$ cat src/rtl/fsm_stim_sequencer.sv
// fsm_stim_sequencer
//
// Drives a serial stimulus pattern into a target FSM and records the
// target's response bit by bit. One run proceeds as follows:
//   1. Reset the target for one cycle.
//   2. Shift the pattern out LSB first, one bit per cycle.
//   3. Wait CAP_DLY more cycles so the last response can arrive.
//   4. Pulse done for one cycle.
//
// Parameters
//   WIDTH    maximum pattern length in bits
//   CAP_DLY  cycles from driving w_out to the z_in response (1..4)
//
// Ports
//   clk        rising-edge clock
//   reset      asynchronous, active-low reset
//   start      run request, only looked at in IDLE
//   pattern    stimulus bits, captured when start is accepted
//   len        number of bits to drive (1..WIDTH), captured with pattern
//   z_in       response from the target FSM
//   w_out      serial stimulus to the target FSM
//   fsm_rst_n  active-low reset for the target FSM
//   busy       high whenever a run is in progress
//   done       one-cycle pulse at the end of a run
//   z_capture  captured responses, LSB first, zero above len
//
// Optional feature (define SEQ_CHECK_EN)
//   expected   reference response, captured when start is accepted
//   match      high when the captured response equals expected over len
//              bits; valid from the DONE cycle until the next accepted start

module fsm_stim_sequencer #(
  parameter int WIDTH   = 8,
  parameter int CAP_DLY = 2
) (
  input  logic                   clk,
  input  logic                   reset,
  input  logic                   start,
  input  logic [WIDTH-1:0]       pattern,
  input  logic [$clog2(WIDTH):0] len,
  input  logic                   z_in,
  output logic                   w_out,
  output logic                   fsm_rst_n,
  output logic                   busy,
  output logic                   done,
  output logic [WIDTH-1:0]       z_capture
`ifdef SEQ_CHECK_EN
  ,
  input  logic [WIDTH-1:0]       expected,
  output logic                   match
`endif
);

  localparam int LEN_W = $clog2(WIDTH) + 1;
  // The counter runs across RUN and FLUSH, so it must reach WIDTH+CAP_DLY-1.
  localparam int CNT_W = $clog2(WIDTH + CAP_DLY + 1);

  typedef enum logic [2:0] {
    IDLE,
    CLR,
    RUN,
    FLUSH,
    DONE
  } state_t;

  state_t           state;
  state_t           state_nxt;
  logic [WIDTH-1:0] pat_q;
  logic [LEN_W-1:0] len_q;
  logic [CNT_W-1:0] cnt;
  logic [CNT_W-1:0] cap_idx;
  logic             start_ok;
  logic             run_last;
  logic             flush_last;
  logic             cap_en;

  // Out-of-range lengths make the start request invisible.
  assign start_ok   = start && (len != '0) && (len <= LEN_W'(WIDTH));

  // cnt is zero on the first RUN cycle and keeps counting through FLUSH.
  assign run_last   = (cnt == CNT_W'(len_q) - CNT_W'(1));
  assign flush_last = (cnt == CNT_W'(len_q) + CNT_W'(CAP_DLY - 1));

  // Response bit i appears CAP_DLY cycles after stimulus bit i was driven.
  assign cap_en     = ((state == RUN) || (state == FLUSH)) &&
                      (cnt >= CNT_W'(CAP_DLY));
  assign cap_idx    = cnt - CNT_W'(CAP_DLY);

  // The target FSM is reset combinationally with the sequencer.
  // It is also reset for the single CLR cycle of each run.
  assign fsm_rst_n  = reset && (state != CLR);

  always_ff @(posedge clk or negedge reset) begin
    if (!reset) begin
      state <= IDLE;
    end else begin
      state <= state_nxt;
    end
  end

  always_comb begin
    state_nxt = state;
    w_out     = 1'b0;
    busy      = 1'b1;
    done      = 1'b0;
    case (state)
      IDLE: begin
        busy = 1'b0;
        if (start_ok) begin
          state_nxt = CLR;
        end
      end
      CLR: begin
        state_nxt = RUN;
      end
      RUN: begin
        for (int i = 0; i < WIDTH; i++) begin
          if (cnt == CNT_W'(i)) begin
            w_out = pat_q[i];
          end
        end
        if (run_last) begin
          state_nxt = FLUSH;
        end
      end
      FLUSH: begin
        if (flush_last) begin
          state_nxt = DONE;
        end
      end
      DONE: begin
        done      = 1'b1;
        state_nxt = IDLE;
      end
      default: begin
        busy      = 1'b0;
        state_nxt = IDLE;
      end
    endcase
  end

`ifdef SEQ_CHECK_EN
  logic [WIDTH-1:0] exp_q;
  logic [WIDTH-1:0] len_mask;
  logic             match_q;
  logic             cmp;

  always_comb begin
    len_mask = '0;
    for (int i = 0; i < WIDTH; i++) begin
      len_mask[i] = (LEN_W'(i) < len_q);
    end
  end

  assign cmp   = (((z_capture ^ exp_q) & len_mask) == '0);

  // Compare live during DONE, when z_capture is complete, then hold.
  assign match = (state == DONE) ? cmp : match_q;
`endif

  // Datapath: latch the request, run the bit counter, collect responses.
  always_ff @(posedge clk or negedge reset) begin
    if (!reset) begin
      pat_q     <= '0;
      len_q     <= '0;
      cnt       <= '0;
      z_capture <= '0;
`ifdef SEQ_CHECK_EN
      exp_q     <= '0;
      match_q   <= 1'b0;
`endif
    end else begin
      case (state)
        IDLE: begin
          if (start_ok) begin
            pat_q     <= pattern;
            len_q     <= len;
            z_capture <= '0;
`ifdef SEQ_CHECK_EN
            exp_q     <= expected;
            match_q   <= 1'b0;
`endif
          end
        end
        CLR: begin
          cnt       <= '0;
          z_capture <= '0;
        end
        RUN, FLUSH: begin
          cnt <= cnt + CNT_W'(1);
          if (cap_en) begin
            for (int i = 0; i < WIDTH; i++) begin
              if (cap_idx == CNT_W'(i)) begin
                z_capture[i] <= z_in;
              end
            end
          end
        end
        DONE: begin
`ifdef SEQ_CHECK_EN
          match_q <= cmp;
`endif
        end
        default: begin
        end
      endcase
    end
  end

endmodule

$ cat config.mk
export PLATFORM = sky130hd
export DESIGN_NAME = fsm_stim_sequencer
export DESIGN_NICKNAME = d
export VERILOG_FILES = /design/src/rtl/fsm_stim_sequencer.sv
export SDC_FILE = /design/constraint.sdc
export NUM_CORES = 1
export LEC_CHECK = 0
export CAP_MARGIN = 10
export CORE_UTILIZATION = 40
export DETAILED_ROUTE_END_ITERATION = 12
export SLEW_MARGIN = 10
export SYNTH_ARGS = -nofsm -noshare
export SYNTH_HDL_FRONTEND = slang
export SYNTH_SLANG_ARGS = --single-unit
export TNS_END_PERCENT = 50
$ cat constraint.sdc
create_clock -name clk -period 2.4 [get_ports clk]
set_input_delay 0.24 -clock clk [delete_from_list [all_inputs] [get_ports clk]]
set_output_delay 0.24 -clock clk [all_outputs]
set_load 0.005 [all_outputs]
# --- Yosys cells after proc, flatten, opt, wreduce, memory -nomap -nowiden ---
# Index checks and enable logic that the tools add are counted.
word_totals:
  out_inout_bits: 12
  wordCells: 101
  inputBits: 16
  ff_bits: 27
classes:
  magnitude_cmp: 2
  muxes: 27
  n_eq_ne: 33
  reduce_logical: 23
  add_sub_neg: 4
op_table:
  columns: ["op", "count"]
  rows:
  - ["$eq A4 B3 Y1 const B", 8]
  - ["$reduce_and A4 Y1", 8]
  - ["$ne A2 B2 Y1 const B", 12]
  - ["$pmux W8 S3", 1]
  - ["$mux W1", 19]
  - ["$eq A4 B2 Y1 const B", 4]
  - ["$mux W8", 2]
  - ["$pmux W3 S4", 1]
  - ["$mux W3", 3]
  - ["$add A4 B1 Y4 const B", 2]
  - ["$eq A4 B1 Y1 const B", 2]
  - ["$eq A4 B4 Y1", 2]
  - ["$logic_not A4 Y1", 2]
  - ["$pmux W4 S2", 1]
  - ["$eq A3 B2 Y1 const B", 2]
  - ["$ge A4 B2 Y1 const B", 1]
  - ["$le A4 B4 Y1 const B", 1]
  - ["$logic_and A1 B1 Y1", 4]
  - ["$reduce_bool A4 Y1", 1]
  - ["$reduce_or A4 Y1", 1]
  - ["$sub A4 B1 Y4 const B", 1]
  - ["$sub A4 B2 Y4 const B", 1]
  - ["$eq A3 B1 Y1 const B", 1]
  - ["$eq A3 B3 Y1 const B", 1]
  - ["other kinds (8)", 8]

# --- Longest topological paths before layout ---
# Gate-level depths: netlist of the first run.
depth:
  depth_word: 10
  depth_mapped: 7
  ltp_nobuf: 6

# --- Least setup slack after synthesis of the first run ---
# No wires, ideal clock.
synth_path:
  path_kind: "flip-flop to output port"
  start: "register cnt[1]"
  end: "output w_out"
  t_arrival_ps: 1752
  stages_incl_launch_ff: 7
  setup_slack_ps: 408
  required_time_ps: 2160
  path_buffers: 1
  path_cell_list: "dfrtp_1 > ha_1 > clkbuf_1 > or3b_2 > a211o_1 > a21oi_1 > o21a_1"
synth_between:
  elab_chain_len: 10
  elab_cells_between_ends: 17
  cone_classes: "eq/ne: 7; mux: 9; reduce/logical: 1"
synth_rtl:
  columns: ["element", "line", "rtl"]
  rows:
  - ["from (decl)", "70", "logic [CNT_W-1:0] cnt;"]
  - ["from (signal assigned)", "190", "cnt <= cnt + CNT_W'(1);"]
  - ["$logic_not A4 Y1", "118", "if (cnt == CNT_W'(i)) begin"]
  - ["$mux W1 (7 in series)", "118", null]
  - ["$mux W1 (*)", "118", null]
  - ["$mux W1 (*)", "106", "case (state)"]
  - ["to (decl)", "42", "output logic w_out,"]
# Every way passes the cells marked *; elsewhere a longest branch is shown, timed or not.

# --- Worst setup path in the final report of the first run ---
# Ends and elaborated chain as after synthesis.

==> results of run 1 <==
==> what timing repair did <==
item	in CTS	in global routing
gates resized for setup	1	3
setup endpoints to repair	1	1
cloned	0	0
==> logic make-up (layout without fill, tap and decap cells) <==
family / Yosys count / after routing / synth area share, %
AOI/OAI and AO/OA: 28 / 28 / 12.4
xor gates and xnor gates: 10 / 10 / 5.59
adders and majority gates: 8 / 8 / 6.38
buffers and inverters: 18 / 48 / 4.79
DFF: 27 / 27 / 43.1
muxes: 18 / 18 / 12.9
and+or+nand+nor: 40 / 40 / 14.8
==> routing by layer <==
layer  vias to the layer above  wire, um  global-route usage, %
li1                        592         -                      -
met1                       584      1430                   21.8
met2                        39      1510                   26.2
met3                         4       133                   1.94
met4                         0        32                   5.28
met5                         -         0                      0
==> state kept, by name (all words and copies together) (netlist names) <==
signal / cells
pat_q: 8
state: 3
len_q: 4
z_capture: 8
cnt: 4
==> layout make-up <==
cell class	instances	area [sq um]
fillers	336	1750
multi-input cells	104	823
flip-flops and latches	27	676
repair buffers	33	315
well taps	48	60.1
clock buffers	3	41.3
inverters	11	41.3
clock inverters	1	7.51
==> per-stage QoR <==
stage	total power, W	utilization [%]	hold slack [ns]	instance area (sq um)
3_5_place_dp	0.00223	51.4	0.478	1910
2_1_floorplan	0.00179	-	-0.0556	1570
3_3_place_gp	0.00219	51.4	0.470	1910
5_1_grt	0.00269	52.9	0.423	1960
4_1_cts	0.00249	52.7	0.425	1960
6_report	0.00247	52.9	0.407	1960
==> cells in the final DEF (no fill, tap or decap), types with 3 or more instances in the layout <==
cell	instances
sky130_fd_sc_hd__dfrtp_1	27
sky130_fd_sc_hd__buf_4	6
sky130_fd_sc_hd__nor4_1	6
sky130_fd_sc_hd__nor4b_2	3
sky130_fd_sc_hd__o21ai_0	8
sky130_fd_sc_hd__nand2_1	7
sky130_fd_sc_hd__a21oi_1	3
sky130_fd_sc_hd__nor3_1	5
sky130_fd_sc_hd__nand3_1	3
sky130_fd_sc_hd__clkdlybuf4s50_1	26
sky130_fd_sc_hd__mux2_1	3
sky130_fd_sc_hd__xnor2_1	7
sky130_fd_sc_hd__nor2_1	8
sky130_fd_sc_hd__clkbuf_8	3
sky130_fd_sc_hd__mux2_2	15
sky130_fd_sc_hd__a31oi_1	4
sky130_fd_sc_hd__ha_1	7
sky130_fd_sc_hd__xor2_1	3
sky130_fd_sc_hd__inv_1	10
==> final timing paths <==
path	endpoint	slack (ns)	cells after the start
max in group asynchronous	len_q[0]$_DFFE_PN0P_	1.73	2
setup / recovery	w_out	0.12	6
setup reg to reg	z_capture[2]$_DFFE_PN0P_	0.26	7
hold / removal	z_capture[2]$_DFFE_PN0P_	0.41	2
hold reg to reg	z_capture[1]$_DFFE_PN0P_	0.49	1
min in group clk	z_capture[1]$_DFFE_PN0P_	0.49	1
==> cells in the mapped netlist <==
cell type	number	share of area, %
sky130_fd_sc_hd__dfrtp_1	27	43
sky130_fd_sc_hd__mux2_2	15	11
sky130_fd_sc_hd__inv_1	10	2.4
sky130_fd_sc_hd__ha_1	8	6.4
sky130_fd_sc_hd__nor2_1	8	1.9
sky130_fd_sc_hd__o21ai_0	8	2.6
sky130_fd_sc_hd__nand2_1	7	1.7
sky130_fd_sc_hd__xnor2_1	7	3.9
sky130_fd_sc_hd__nor4_1	6	2.4
sky130_fd_sc_hd__nor3_1	5	1.6
sky130_fd_sc_hd__a21oi_1	4	1.3
sky130_fd_sc_hd__a31oi_1	4	1.6
sky130_fd_sc_hd__buf_2	3	0.96
sky130_fd_sc_hd__clkbuf_1	3	0.72
sky130_fd_sc_hd__mux2_1	3	2.2
sky130_fd_sc_hd__nand3_1	3	0.96
sky130_fd_sc_hd__nor4b_2	3	2.9
sky130_fd_sc_hd__xor2_1	3	1.7
sky130_fd_sc_hd__a22o_1	2	1.1
sky130_fd_sc_hd__and2_0	2	0.80
sky130_fd_sc_hd__nand4_1	2	0.80
sky130_fd_sc_hd__o31ai_1	2	0.96
sky130_fd_sc_hd__a211o_1	1	0.56
sky130_fd_sc_hd__a21o_1	1	0.48
sky130_fd_sc_hd__a32oi_1	1	0.56
sky130_fd_sc_hd__a41o_1	1	0.64
sky130_fd_sc_hd__buf_4	1	0.48
sky130_fd_sc_hd__clkinv_1	1	0.24
sky130_fd_sc_hd__nand2b_1	1	0.40
sky130_fd_sc_hd__nor2b_1	1	0.40
sky130_fd_sc_hd__nor3b_1	1	0.48
sky130_fd_sc_hd__o211ai_1	1	0.48
sky130_fd_sc_hd__o21a_1	1	0.48
sky130_fd_sc_hd__o31a_1	1	0.56
sky130_fd_sc_hd__o31a_4	1	1.1
sky130_fd_sc_hd__or3b_2	1	0.56
==> power by group <==
group	internal [W]	leakage (nW)	total [W]	switching, W
Clock	0.000118	0.0217	0.000259	0.000141
Sequential	0.000663	0.332	0.000826	0.000163
Combinational	0.000729	0.470	0.00139	0.000661
Total	0.00151	0.824	0.00247	0.000965
==> flow_metrics.tcl, run 1 <==
set metrics [dict create \
    power.density_cell_area_nw_per_um2 1260 \
    gp_congestion 0.791 \
    drt-initial-drc-count 61 \
    remaining_drcs 0 \
    syn_nets 173 \
    max_freq_mhz 438 \
    timing.critical_path.to_type "output port" \
    cts_sinks 27 \
    standard_cell_core_area_sq_um 3720 \
    cell_count_final_fillers_out 227 \
    crit_buf_inv 1 \
    detail_route.vias_per_cell 5.37 \
    clock_latency_ns 0.27 \
    die-width_um 64.6 \
    grt_pass1_vias 1161 \
    critical_path_peak_fanout 2 \
    num_antenna_cells 0 \
    timing_max_transition_violations_final 0 \
    rsz0062_at_grt "false" \
    yosysSeqAreaShare_pct 43.1 \
    timing.critical_path.slowest_stage_cell "sky130_fd_sc_hd__or3b_2" \
    clkTransAtPathRegs_ns 0.09 \
    routed-via-count 1219 \
    gr-total-overflow 0 \
    mapped_area_sq_um 1570 \
    clk_path_buf_depth 2 \
    period_share_pct 95.2 \
    yosys_warnings 0 \
    dp_worst_setup_slack_ns 0.115 \
    initial_antenna_violation_count 0 \
    place.detailed.instances 223 \
    tritoncts "done" \
    netlist-cell-type-count 36 \
    antenna_violating_nets_post_route 0 \
    timing.critical_path.from_type "flop" \
    setup_viol 0 \
    cts-hold-fix-buffers 0 \
    global_route_wire_length_before_repair_um 5180 \
    floorplan.initialDensity_pct 42.2 \
    grt_util_all_layers_pct 16.0 \
    number_of_buffers_created_by_cts 3 \
    crit_path_class "flop to output port" \
    post_layout_minimum_cycle_time_ns 2.28 \
    max_slew_margin_pct 61.1 \
    drive_above_1_share_pct 17.9 \
    dieArea_sq_um 4170 \
    setup_clock_skew_after_layout_ns 0.00189 \
    yosys_register_bits 27 \
    setup-tns-final_ns 0 \
    synthesis.area_per_instance_sq_um 10.5 \
    total_leakage_power_nw 0.824 \
    arrival_ns 2.04 \
    timing.rr.start "cnt[0]$_DFFE_PN0P_" \
    grt_max_degree 28 \
    floorplan.die.height_um 64.6 \
    cp-startpoint "cnt[1]$_DFFE_PN0P_" \
    cp_top_family "compound AO/OA/AOI/OAI gates" \
    cts-root-buf "sky130_fd_sc_hd__clkbuf_8" \
    first_pass_drt_iterations 4 \
    area.growth.synth_to_final_pct 25.3 \
    h-tree-depth 1 \
    min_setup_slack_post_route_ns 0.116 \
    required_ns 2.16 \
    run_status "complete, no violations" \
    dp_hpwl_um 2410 \
    syn-instance-count 149 \
    critPathMaxStageDelay_ns 0.44 \
    number_of_i_o_port_buffers 27 \
    io-pin-count 28 \
    wl_per_cell_um 13.7 \
    finalWirelength_um 3110 \
    maxCapViolCount 0 \
    ir_worst_vdd_uv 476 \
    hold_path.class "input port to async pin" \
    placementRows 22 \
    post-cts-setup-buffer-count 0 \
    max_slew.worst_pin.slew_ns 0.578 \
    timing.final.hold_violations 0 \
    crit_path_cell_trace "ha_2 -> or3b_2 -> a211o_1 -> a21oi_2 -> o21a_1 -> clkdlybuf4s15_1" \
    final_net_count 204 \
]
Power figures use the tool's default switching activity.
==> run 2, diff against run 1 <==
--- a/config.mk
+++ b/config.mk
@@ -8,6 +8,7 @@
 export CAP_MARGIN = 10
 export CORE_UTILIZATION = 40
 export DETAILED_ROUTE_END_ITERATION = 12
+export GPL_TIMING_DRIVEN = 0
 export SLEW_MARGIN = 10
 export SYNTH_ARGS = -nofsm -noshare
 export SYNTH_HDL_FRONTEND = slang
==> run 2 against run 1 <==
The run now ends with negative hold slack left. Clock skew increased by 0.0015 ns. Core utilization is 0.10 points higher. Cell count grew 0.88%. First-iteration DRC count decreased by 4.9%. Non-clock buffer count increased by 2. Sequential power down 3.1%. Worst setup slack better by 0.030 ns. Power increased by 0.66%. Via count fell by 0.25%. Highest routed layer unchanged.
==> flow_metrics.tcl, run 2 (synthesis results as in run 1) <==
set metrics [dict create \
    run_status "finished with violations" \
    violations "negative hold slack" \
    grt_pass1_vias 1205 \
    sequential_power_share_pct 32.1 \
    timing.final.hold_violations 27 \
    regArea_sq_um 678 \
    p_clk_share_pct 10.3 \
    cp_top_family "compound AO/OA/AOI/OAI gates" \
    max_slew.worst_pin.slew_ns 0.606 \
    critPathMaxStageDelay_ns 0.44 \
    critical_path.reg2reg.endpoint "z_capture[2]$_DFFE_PN0P_" \
    drive_above_1_share_pct 18.8 \
    max_slew_margin_pct 59.2 \
    finalCoreUtilization_pct 53.0 \
    timing.reg2reg.setup_slack_ns 0.23 \
    drt-initial-drc-count 58 \
    placementRows 22 \
    gp_congestion 0.787 \
    h-tree-depth 1 \
    place.detailed.instances 224 \
    grt_max_degree 29 \
    number_of_buffers_created_by_cts 3 \
    setup_clock_skew_after_layout_ns 0.00337 \
    crit_path_cell_trace "ha_4 -> or3b_2 -> a211o_1 -> a21oi_1 -> o21a_1 -> dlymetal6s2s_1" \
    dieArea_sq_um 4170 \
    detailed_place.area_sq_um 1900 \
    cts_sinks 27 \
    comb_power_share_pct 57.6 \
    number_of_i_o_port_buffers 27 \
    dp_hpwl_um 2420 \
    period_share_pct 93.9 \
    io-pin-count 28 \
    worst_r2r_path_depth 7 \
    die-width_um 64.6 \
    total_leakage_power_nw 0.841 \
    clock_latency_ns 0.27 \
    setup_viol 0 \
    timing.critical_path.to_type "output port" \
    required_ns 2.16 \
    cell_count_final_fillers_out 229 \
    timing.rr.start "cnt[0]$_DFFE_PN0P_" \
    global_route_wire_length_before_repair_um 5400 \
    timing_max_transition_violations_final 0 \
    initial_antenna_violation_count 0 \
    fin_area_sq_um 1970 \
    critical_path_peak_fanout 9 \
    switching_share_pct 39.0 \
    ir_worst_vdd_uv 457 \
    filler_cell_count 349 \
    post_layout_minimum_cycle_time_ns 2.25 \
    hold_path.class "input port to async pin" \
    floorplan.initialDensity_pct 42.2 \
    max_freq_mhz 444 \
    cts-root-buf "sky130_fd_sc_hd__clkbuf_8" \
    tritoncts "done" \
    setup-tns-final_ns 0 \
    largest_regs "pat_q: 8 flops, z_capture: 8 flops" \
    remaining_drcs 0 \
    crit_buf_inv 1 \
    clkTransAtPathRegs_ns 0.09 \
    maxCapViolCount 0 \
    grt_util_all_layers_pct 16.6 \
    detail_route.vias_per_cell 5.31 \
    net-switching-power_w 0.000972 \
    arrival_ns 2.01 \
    rsz0062_at_grt "false" \
    timing.critical_path.from_type "flop" \
    standard_cell_core_area_sq_um 3720 \
    antenna_violating_nets_post_route 0 \
    timing.critical_path.slowest_stage_cell "sky130_fd_sc_hd__dfrtp_2" \
    floorplan.die.height_um 64.6 \
    routed-via-count 1216 \
    gr-total-overflow 0 \
    first_pass_drt_iterations 4 \
    crit_path_class "flop to output port" \
    power.total_w 0.00249 \
    wl_per_cell_um 13.8 \
    worst_hold_slack_ns -0.0352 \
    layout.cells.most_common_list "sky130_fd_sc_hd__dfrtp_1 (25), sky130_fd_sc_hd__clkdlybuf4s50_1 (25), sky130_fd_sc_hd__mux2_2 (15)" \
    internal-power_w 0.00152 \
    finalWirelength_um 3160 \
    multiInputGateArea_sq_um 830 \
    power.density_cell_area_nw_per_um2 1270 \
    final_net_count 206 \
    area.growth.synth_to_final_pct 25.5 \
    num_antenna_cells 0 \
    clk_path_buf_depth 2 \
]
-- run 2: how the worst max path moves through the flow --
stage / start / endpoint / slack [ns] / depth (start not counted)
4_1_cts: cnt[0]$_DFFE_PN0P_ / w_out / -0.24 / 6
6_report: cnt[0]$_DFFE_PN0P_ / w_out / 0.15 / 6
5_1_grt: cnt[1]$_DFFE_PN0P_ / w_out / 0.03 / 6
3_3_place_gp: cnt[1]$_DFFE_PN0P_ / w_out / -0.21 / 7
2_1_floorplan: cnt[1]$_DFFE_PN0P_ / w_out / 0.41 / 6
3_5_place_dp: reset / fsm_rst_n / -0.25 / 4
-- run 2: layout make-up --
class / instances / share of cell area [%]
buffer: 6 / 1.53
clock buffer: 3 / 2.10
clock inverter: 1 / 0.254
multi-input combinational: 104 / 42.1
sequential: 27 / 34.5
inverter: 11 / 2.10
tap: 48 / 3.05
timing repair buffer: 29 / 14.4
-- run 2: per-stage QoR --
step | setup WS (ns) | hold WS, ns
3_3_place_gp | -0.208 | 0.468
3_5_place_dp | -0.250 | 0.478
6_report | 0.146 | -0.0352
2_1_floorplan | 0.408 | -0.0556
5_1_grt | 0.0335 | 0.00775
4_1_cts | -0.241 | 0.387
-- run 2: what timing repair did --
item	in CTS	in global routing
hold buffers	0	0
setup buffers	2	0
resized for setup	5	1
setup endpoints to repair	2	1
-- run 2: power by group through the flow --
stage | logic (W) | registers [W] | clock network, W
after floorplan | 0.000999 | 0.000786 | 0
after global placement | 0.00134 | 0.000810 | 0
after detailed placement | 0.00138 | 0.000822 | 0
after CTS | 0.00144 | 0.000801 | 0.000264
after global routing | 0.00160 | 0.000826 | 0.000285
final | 0.00143 | 0.000800 | 0.000256
-- run 2: worst reg2reg max path: stages, from the launching register on --
cell                      delay, ns
sky130_fd_sc_hd__dfrtp_2       0.44
sky130_fd_sc_hd__buf_4         0.17
sky130_fd_sc_hd__inv_1         0.08
sky130_fd_sc_hd__ha_1          0.30
sky130_fd_sc_hd__nor2_1        0.07
sky130_fd_sc_hd__a41o_1        0.33
sky130_fd_sc_hd__nor4_1        0.33
sky130_fd_sc_hd__mux2_1        0.35
-- run 2: per-layer routing --
metal  track usage [%]  wire length (um)  vias to the layer above
met1              21.7              1490                      584
met2              28.0              1520                       27
met4              5.56                29                        0
met3              2.29               127                        4
li1                  -                 -                      601
met5                 0                 0                        -
==> run 3, diff against run 2 <==
--- a/config.mk
+++ b/config.mk
@@ -5,6 +5,7 @@
 export SDC_FILE = /design/constraint.sdc
 export NUM_CORES = 1
 export LEC_CHECK = 0
+export ABC_CLOCK_PERIOD_IN_PS = 2400
 export CAP_MARGIN = 10
 export CORE_UTILIZATION = 40
 export DETAILED_ROUTE_END_ITERATION = 12
==> results of run 3 <==
The final DEF is identical to that of run 2; final timing and power are the same.
